==> src/rtl/alu_pkg.sv <==
// alu_pkg
//   Shared definitions for the multicycle ALU: opcode encodings, the
//   controller state encoding and the width of the iteration counter used
//   by the shift-add / restoring-division datapath.
//   No ports (package).
package alu_pkg;

  localparam logic [2:0] OP_ADD = 3'b000;
  localparam logic [2:0] OP_SUB = 3'b001;
  localparam logic [2:0] OP_AND = 3'b010;
  localparam logic [2:0] OP_OR  = 3'b011;
  localparam logic [2:0] OP_XOR = 3'b100;
  localparam logic [2:0] OP_MUL = 3'b101;
  localparam logic [2:0] OP_DIV = 3'b110;
  localparam logic [2:0] OP_CMP = 3'b111;

  typedef enum logic [1:0] {
    ST_IDLE = 2'd0,
    ST_MUL  = 2'd1,
    ST_DIV  = 2'd2,
    ST_DONE = 2'd3
  } state_t;

  // Counter must be able to hold the value WIDTH, hence clog2(WIDTH+1).
  function automatic int iter_cnt_width(input int width);
    return $clog2(width + 1);
  endfunction

endpackage

==> src/rtl/alu_muldiv_iter.sv <==
// alu_muldiv_iter
//   Iterative unsigned multiplier (shift-add) and divider (restoring),
//   one iteration per clock, WIDTH iterations per operation. The operands
//   are captured on the start edge; the following WIDTH edges each perform
//   one iteration. During the cycle of the last iteration 'done' is high and
//   res_lo/res_hi already show the final values, so the owner can capture
//   the result on the same edge that completes the operation.
// Ports:
//   clk, rst_n      clock, asynchronous active-low reset
//   start           load operands and begin an operation
//   op_div          1 = divide, 0 = multiply (sampled with start)
//   a, b            operands (a*b or a/b)
//   done            last iteration is happening this cycle
//   res_lo          product low half / quotient
//   res_hi          product high half / remainder
module alu_muldiv_iter
  import alu_pkg::*;
#(
  parameter int WIDTH = 8
) (
  input  logic             clk,
  input  logic             rst_n,
  input  logic             start,
  input  logic             op_div,
  input  logic [WIDTH-1:0] a,
  input  logic [WIDTH-1:0] b,
  output logic             done,
  output logic [WIDTH-1:0] res_lo,
  output logic [WIDTH-1:0] res_hi
);

  localparam int CW = iter_cnt_width(WIDTH);
  localparam logic [CW-1:0] LAST = CW'(WIDTH - 1);

  logic             busy;
  logic             div_q;
  logic [CW-1:0]    count;
  logic [WIDTH-1:0] hi_q;
  logic [WIDTH-1:0] lo_q;
  logic [WIDTH-1:0] opnd_q;

  logic [WIDTH-1:0] hi_next;
  logic [WIDTH-1:0] lo_next;
  logic [WIDTH:0]   sum;
  logic [WIDTH:0]   shifted;
  logic [WIDTH:0]   diff;

  // hi/lo are shared: for multiply they form the {accumulator, multiplier}
  // shift register, for divide they are {partial remainder, quotient}.
  always_comb begin
    sum     = {1'b0, hi_q} + {1'b0, opnd_q};
    shifted = {hi_q, lo_q[WIDTH-1]};
    diff    = shifted - {1'b0, opnd_q};
    hi_next = hi_q;
    lo_next = lo_q;
    if (div_q) begin
      // Partial remainder stays below the divisor, so a successful trial
      // subtraction always fits back into WIDTH bits.
      if (shifted >= {1'b0, opnd_q}) begin
        hi_next = diff[WIDTH-1:0];
        lo_next = {lo_q[WIDTH-2:0], 1'b1};
      end else begin
        hi_next = shifted[WIDTH-1:0];
        lo_next = {lo_q[WIDTH-2:0], 1'b0};
      end
    end else begin
      if (lo_q[0]) begin
        {hi_next, lo_next} = {sum, lo_q[WIDTH-1:1]};
      end else begin
        {hi_next, lo_next} = {1'b0, hi_q, lo_q[WIDTH-1:1]};
      end
    end
  end

  assign done   = busy && (count == LAST);
  assign res_lo = lo_next;
  assign res_hi = hi_next;

  // Operand load on start, then one iteration per cycle while busy.
  always_ff @(posedge clk or negedge rst_n) begin
    if (!rst_n) begin
      busy   <= 1'b0;
      div_q  <= 1'b0;
      count  <= '0;
      hi_q   <= '0;
      lo_q   <= '0;
      opnd_q <= '0;
    end else if (start) begin
      busy   <= 1'b1;
      div_q  <= op_div;
      count  <= '0;
      hi_q   <= '0;
      lo_q   <= op_div ? a : b;
      opnd_q <= op_div ? b : a;
    end else if (busy) begin
      hi_q <= hi_next;
      lo_q <= lo_next;
      if (done) begin
        busy  <= 1'b0;
        count <= '0;
      end else begin
        count <= count + 1'b1;
      end
    end
  end

endmodule

==> src/rtl/alu_multicycle.sv <==
// alu_multicycle
//   Unsigned ALU with valid/ready handshakes. Single-cycle operations
//   (add, sub, and, or, xor, compare, divide-by-zero) complete on the accept
//   edge; multiply and divide run WIDTH iterations in alu_muldiv_iter.
//   The result is held in DONE until the consumer takes it.
//   Optional feature: define ALU_MULTICYCLE_REM_EN to add rem_out
//   (division remainder).
// Ports:
//   clk, rst_n        clock, asynchronous active-low reset
//   in_valid/in_ready request handshake (a, b, alu_sel)
//   a, b, alu_sel     operands and opcode
//   out_valid/out_ready result handshake
//   alu_out           result
//   carry_out         carry / borrow / mul overflow / divide-by-zero
//   zero_out          alu_out == 0
//   rem_out           remainder (only with ALU_MULTICYCLE_REM_EN)
module alu_multicycle
  import alu_pkg::*;
#(
  parameter int WIDTH = 8
) (
  input  logic             clk,
  input  logic             rst_n,
  input  logic             in_valid,
  output logic             in_ready,
  input  logic [WIDTH-1:0] a,
  input  logic [WIDTH-1:0] b,
  input  logic [2:0]       alu_sel,
  output logic             out_valid,
  input  logic             out_ready,
  output logic [WIDTH-1:0] alu_out,
  output logic             carry_out,
  output logic             zero_out
`ifdef ALU_MULTICYCLE_REM_EN
  ,
  output logic [WIDTH-1:0] rem_out
`endif
);

  localparam logic [WIDTH-1:0] ONE = {{(WIDTH-1){1'b0}}, 1'b1};

  state_t           state;
  logic             iter_start;
  logic             iter_done;
  logic [WIDTH-1:0] iter_lo;
  logic [WIDTH-1:0] iter_hi;
  logic [WIDTH-1:0] simple_res;
  logic             simple_carry;
  logic [WIDTH:0]   add_full;
  logic             b_is_zero;

  assign in_ready  = (state == ST_IDLE);
  assign out_valid = (state == ST_DONE);
  assign b_is_zero = (b == '0);

  // Iterator starts only for multiply and non-zero divide; divide by zero
  // is resolved immediately as a single-cycle operation.
  assign iter_start = in_ready && in_valid &&
                      ((alu_sel == OP_MUL) || ((alu_sel == OP_DIV) && !b_is_zero));

  alu_muldiv_iter #(
    .WIDTH(WIDTH)
  ) u_iter (
    .clk    (clk),
    .rst_n  (rst_n),
    .start  (iter_start),
    .op_div (alu_sel == OP_DIV),
    .a      (a),
    .b      (b),
    .done   (iter_done),
    .res_lo (iter_lo),
    .res_hi (iter_hi)
  );

  // Results of the operations that finish on the accept edge.
  always_comb begin
    add_full     = {1'b0, a} + {1'b0, b};
    simple_res   = '0;
    simple_carry = 1'b0;
    case (alu_sel)
      OP_ADD: {simple_carry, simple_res} = add_full;
      OP_SUB: begin
        simple_res   = a - b;
        simple_carry = (a < b);
      end
      OP_AND: simple_res = a & b;
      OP_OR:  simple_res = a | b;
      OP_XOR: simple_res = a ^ b;
      OP_CMP: simple_res = (a == b) ? ONE : '0;
      OP_DIV: simple_carry = 1'b1;
      default: begin
        simple_res   = '0;
        simple_carry = 1'b0;
      end
    endcase
  end

  // Controller: accepts in IDLE, waits for the iterator in MUL/DIV and
  // holds the registered result in DONE until out_ready.
  always_ff @(posedge clk or negedge rst_n) begin
    if (!rst_n) begin
      state     <= ST_IDLE;
      alu_out   <= '0;
      carry_out <= 1'b0;
      zero_out  <= 1'b1;
`ifdef ALU_MULTICYCLE_REM_EN
      rem_out   <= '0;
`endif
    end else begin
      case (state)
        ST_IDLE: begin
          if (in_valid) begin
            if (alu_sel == OP_MUL) begin
              state <= ST_MUL;
            end else if ((alu_sel == OP_DIV) && !b_is_zero) begin
              state <= ST_DIV;
            end else begin
              state     <= ST_DONE;
              alu_out   <= simple_res;
              carry_out <= simple_carry;
              zero_out  <= (simple_res == '0);
`ifdef ALU_MULTICYCLE_REM_EN
              rem_out   <= '0;
`endif
            end
          end
        end
        ST_MUL: begin
          if (iter_done) begin
            state     <= ST_DONE;
            alu_out   <= iter_lo;
            carry_out <= |iter_hi;
            zero_out  <= (iter_lo == '0);
`ifdef ALU_MULTICYCLE_REM_EN
            rem_out   <= '0;
`endif
          end
        end
        ST_DIV: begin
          if (iter_done) begin
            state     <= ST_DONE;
            alu_out   <= iter_lo;
            carry_out <= 1'b0;
            zero_out  <= (iter_lo == '0);
`ifdef ALU_MULTICYCLE_REM_EN
            rem_out   <= iter_hi;
`endif
          end
        end
        ST_DONE: begin
          if (out_ready) begin
            state <= ST_IDLE;
          end
        end
        default: state <= ST_IDLE;
      endcase
    end
  end

endmodule

==> config.mk <==
export PLATFORM = sky130hd
export DESIGN_NAME = alu_multicycle
export DESIGN_NICKNAME = d
export VERILOG_FILES = /design/src/rtl/alu_pkg.sv /design/src/rtl/alu_muldiv_iter.sv /design/src/rtl/alu_multicycle.sv
export SDC_FILE = /design/constraint.sdc
export NUM_CORES = 1
export LEC_CHECK = 0
export CAP_MARGIN = 20
export CORE_UTILIZATION = 50
export DETAILED_ROUTE_END_ITERATION = 16
export GPL_ROUTABILITY_DRIVEN = 0
export PLACE_DENSITY = 0.7
export SYNTH_ARGS = -nofsm -noshare
export SYNTH_HDL_FRONTEND = slang
export SYNTH_SLANG_ARGS = --single-unit
==> constraint.sdc <==
create_clock -name clk -period 2.85 [get_ports clk]
set_input_delay 0.855 -clock clk [delete_from_list [all_inputs] [get_ports clk]]
set_output_delay 0.855 -clock clk [all_outputs]
set_load 0.05 [all_outputs]
[After elaboration in Yosys (flattened, before gate mapping)]
Cells that the tools add are included.
Word-level totals
  logic and storage cells: 101
  input port bits: 23
  register bits: 42
  output and inout bits: 12
Cells by class
  equal/unequal tests: 19
  bitwise operators: 3
  reductions and logical operators: 19
  muxes and demuxes: 43
  add/subtract/negate cells: 5
  order comparisons: 2
Operators with widths (count)
  2-to-1 mux 8 bit: 15
  case mux 8 bit (6 select lines): 1
  zero test 8 bit: 3
  adder 8 x 8 -> 9 bit: 2
  case mux 8 bit (2 select lines): 1
  subtractor 8 bit: 2
  2-to-1 mux 1 bit: 15
  equality test 3 bit, second input constant: 4
  2-to-1 mux 4 bit: 3
  inequality test 2 bit, second input constant: 5
  >= comparator 9 x 8 -> 1 bit: 1
  AND 8 bit: 1
  equality test 8 bit: 1
  < comparator 8 bit: 1
  2-to-1 mux 2 bit: 4
  OR 8 bit: 1
  OR reduction 8 bit: 1
  bitwise XOR 8 bit: 1
  equality test 3 x 2 -> 1 bit, second input constant: 2
  case mux 1 bit (3 select lines): 2
  case mux 2 bit (3 select lines): 1
  AND reduction 6 bit: 1
  AND reduction 5 bit: 1
  adder 4 x 1 -> 4 bit, second input constant: 1
  15 further kinds: 21

[Depth between registers and ports, before layout]
  depth in word-level cells: 8
  gate-level depth with buffers: 11

[Modules after synthesis]
Synthesis repeated with hierarchy kept, for this count alone.
Unflattened totals
  cells, all modules: 551
  area total of the unflattened synthesis: 4614.4 um2
By module, submodules not included
  alu_muldiv_iter: instances 1, cells each 277, area an instance 2494.9 um2, seq. area each 750.7 um2
  alu_multicycle: instances 1, cells each 274, area an instance 2119.5 um2, seq. area each 301.5 um2

[Worst setup path before layout]
Ideal clock, no wire load.
  path type: input port to flip-flop
  from: input port a[7]
  to: register carry_out
  arrival: 2.783 ns
  stages: 10
  slack: -0.062 ns
  path buffers: 1
  path through: inv_1 > ha_1 > buf_6 > or4_4 > a211oi_2 > o32ai_1 > a221oi_2 > o211a_1 > nor4b_4 > a21oi_1
Between the ends
  longest elaborated chain between the ends: 6
  elaborated cells between the ends (all ways): 7
  those cells by class: add/sub: 1; order compare: 1; mux: 5
Ends and longest elaborated chain
  start, declared: RTL line alu_multicycle.sv:26  | input logic [WIDTH-1:0] a,
  adder 8 x 8 -> 9 bit / < comparator 8 bit (equally long branches): RTL line alu_multicycle.sv:77, alu_multicycle.sv:84
  case mux 1 bit (3 select lines) (*): RTL line alu_multicycle.sv:80  | case (alu_sel)
  2-to-1 mux 1 bit (*): RTL line alu_multicycle.sv:115  | end else if ((alu_sel == OP_DIV) && !b_is_zero) begin
  2-to-1 mux 1 bit (*): RTL line alu_multicycle.sv:113  | if (alu_sel == OP_MUL) begin
  2-to-1 mux 1 bit (*): RTL line alu_multicycle.sv:112  | if (in_valid) begin
  case mux 1 bit (3 select lines) (*): RTL line alu_multicycle.sv:110  | case (state)
  end signal, assigned: RTL line alu_multicycle.sv:120  | carry_out <= simple_carry;
  end signal, assigned: RTL line alu_multicycle.sv:132  | carry_out <= |iter_hi;
  end, declared: RTL line alu_multicycle.sv:32  | output logic carry_out,
Mark *: on every way between the ends. The rest lies on a longest branch, timed or not. The select of a mux whose other input is x is not followed.
A chain may end at the register's enable or synchronous reset.

[Final worst setup path]
  from: input port a[5]
  to: register carry_out
The elaborated chain is that of the path after synthesis.

==> flow_summary_export.csv <==
group,metric,value,unit
clock_tree,insertion_delay,0.31,ns
power,finalPower,0.006284,W
clock_tree,cts_buffers,5,
finish,nets,779,
finish,fin_area,6121,µm²
floorplan,rows,34,
finish,drive_above_1_share,29.08,%
timing,fmax,357.0,MHz
clock_tree,clock_path_buffers,2,
placed_design,numPortBuffers,34,
yosys,netlist_area,4618,µm²
floorplan,core,8848,µm²
timing,rsz0062_at_grt,"yes",
clock_tree,tritoncts,"built",
status,status,"completed",
yosys,seq_area_frac_synth,22.79,%
timing,final.min_clock_period,2.801,ns
timing,fin_skew,0.01853,ns
floorplan,die_x,98.11,µm
yosys,yosysTopAreaCell,"dfrtp_1",
clock_tree,root_buffer,"clkbuf_8",
power,vdd_drop_max,0.0005142,V
yosys,netlist.area_leader.share,22.22,%
timing,slew_violations,0,
finish,num-fill-cells,723,
timing,min_period_over_period,98.29,%
setup_path,arrival,2.97,ns
clock_tree,ctsHoldBuffers,0,
yosys,synth.distinct_cells,76,
route,drc,0,
min_path,min_path_type,"in2async",
route,routed_wl,13830,µm
floorplan,start_util,52.19,%
route,wl_per_cell,17.00,µm
timing,tightest_slew,0.5020,ns
yosys,yosysWarnings,0,
floorplan,io_pins,35,
setup_path,end_kind,"flip-flop",
finish,n_antenna_cell,0,
yosys,synthArstFlopShare,100.0,%
timing,finalSetupTns,0,ns
clock_tree,h-tree-depth,2,
timing,setup_viol,0,
yosys,ys_top_cells_by_area,"dfrtp_1 22%, ha_1 13%, a21oi_1 5.0%, nand2_1 4.9%, o21ai_0 4.7%",
timing,maxSlewHeadroom,66.43,%
route,drtIter0Drc,244,
timing,finalHoldViolations,0,
global_routing,grt_max_degree,28,
setup_path,worstSetupPathType,"in2reg",
yosys,synth_nets,660,
yosys,dominantRegCellSynth,"dfrtp_1",
floorplan,die_h,98.11,µm
yosys,yosysMostFrequentCell,"nand2_1",
finish,fin_util,69.17,%
route,dr.pass1.iters,5,
yosys,ys_ff_latch,42,
finish,syn_to_final_growth,32.54,%
setup_path,cp-start-kind,"input port",
global_routing,grt-ovfl-total,0,
route,vias,4834,
yosys,syn_inst,585,
floorplan,floorplan.die_area,9625,µm²
power,p_leak,2.765,nW
yosys,avgSynthCellArea,7.894,µm²
placed_design,detailed_place.area,5718,µm²
placed_design,hpwl,10880,µm
setup_path,required,3.02,ns
route,via_per_inst,5.946,
yosys,synthTopCellsByCount,"60 x nand2_1, 55 x nor2_1, 48 x ha_1, 46 x a21oi_1, 43 x o21ai_0",
power,power_density,1027,nW/µm²
run,max_cap_viol_count,0,
setup_path,critPathMaxFanout,3,
yosys,synth_edf_count,0,
clock_tree,cts.sinks,42,
global_routing,antenna_found_initial,0,
clock_tree,clk_pin_slew_worst_paths,0.10,ns
global_routing,grt_pass1_wl,22530,µm
global_routing,grt_pass1_vias,4735,
route,antenna_left,0,
global_routing,grt_use_total,29.13,%
flip-flops by register name, indices dropped and copies added (netlist names), 2 cells and up:
name           flops
u_iter.count       4
u_iter.lo_q        8
u_iter.opnd_q      8
alu_out            8
state              2
u_iter.hi_q        8
path summary, 6_finish.rpt:
kind / startpoint / endpoint / slack, ns / cells past startpoint
worst max-delay path: a[5] / carry_out / 0.05 / 10
worst min-delay path: rst_n / u_iter.opnd_q[5] / 0.43 / 1
worst max register to register: u_iter.lo_q[7] / carry_out / 0.16 / 11
worst min register to register: alu_out[3] / alu_out[3] / 0.48 / 1
max in group asynchronous: rst_n / u_iter.lo_q[2] / 1.85 / 2
min in group clk: alu_out[3] / alu_out[3] / 0.48 / 1
logic make-up (layout without fill, tap and decap cells):
family / Yosys count / in the layout / share of synthesized area, %
compound gates: 177 / 177 / 25.96
xor+xnor: 8 / 8 / 1.517
fa+ha+maj: 52 / 52 / 14.74
buf+inv: 74 / 194 / 6.611
flops: 42 / 42 / 22.79
mux: 26 / 26 / 5.852
simple gates: 206 / 206 / 22.54
final cells by class:
| class | count | area [µm²] | area share [%] |
|---|---|---|---|
| clock buffer | 5 | 68.82 | 1.124 |
| multi-input combinational | 469 | 3533 | 57.73 |
| inverter | 44 | 170.2 | 2.780 |
| sequential | 42 | 1052 | 17.19 |
| tap | 108 | 135.1 | 2.208 |
| clock inverter | 3 | 23.77 | 0.3884 |
| timing repair buffer | 142 | 1137 | 18.58 |
critical path, cell delays in order:
cell	delay (ns)
buf_4	0.13
inv_4	0.06
ha_4	0.19
or4_4	0.55
a211oi_2	0.24
o32ai_2	0.13
a221oi_2	0.33
o211a_1	0.21
nor4b_4	0.18
a21oi_1	0.09
cell usage in the layout (no fill, tap or decap), drive strengths merged, types with 4 or more instances in the layout:
cell,instances
buf,111
nand2,60
nor2,55
ha,48
a21oi,46
o21ai,43
inv,42
dfrtp,41
mux2i,18
a211oi,17
clkdlybuf4s50,15
nor2b,13
nand2b,12
clkbuf,11
nand3,10
nor3,10
o211ai,9
mux2,8
or2,7
xor2,6
dlygate4sd2,6
nor4,5
or3,5
a21o,5
nand3b,5
a31oi,5
o31ai,5
a221oi,5
a311oi,4
o32ai,4
fa,4
metal layers:
| metal | GRT usage (%) | vias to the layer above | routed length, µm | part of all wire (%) |
|---|---|---|---|---|
| li1 | - | 2344 | - | - |
| met1 | 34.74 | 2265 | 5597 | 40 |
| met3 | 4.581 | 44 | 919 | 6.6 |
| met5 | 0 | - | 0 | 0 |
| met2 | 50.76 | 181 | 6790 | 49 |
| met4 | 14.69 | 0 | 518 | 3.7 |
report_power, final:
group | internal [W] | total (W) | switching [W]
Combinational | 0.00202 | 0.00470 | 0.00269
Clock | 0.000175 | 0.000403 | 0.000227
Sequential | 0.000903 | 0.00118 | 0.000274
through the flow:
stage	worst slack, ns	instances	hold WS [ns]
floorplan	-0.004266	585	0.4777
global placement	-0.6411	792	0.4599
detailed placement	-0.6932	792	0.4657
CTS	0.005735	809	0.4441
global route	-0.01259	813	0.4575
finish	0.04863	813	0.4344
repair_timing:
| item | 4_1_cts | 5_1_grt |
|---|---|---|
| setup endpoints to repair | 9 | 8 |
| setup buffers | 9 | 4 |
| pin swaps | 23 | 24 |
| resized for setup | 59 | 41 |
Note: power is estimated with default switching activity, not from simulation.
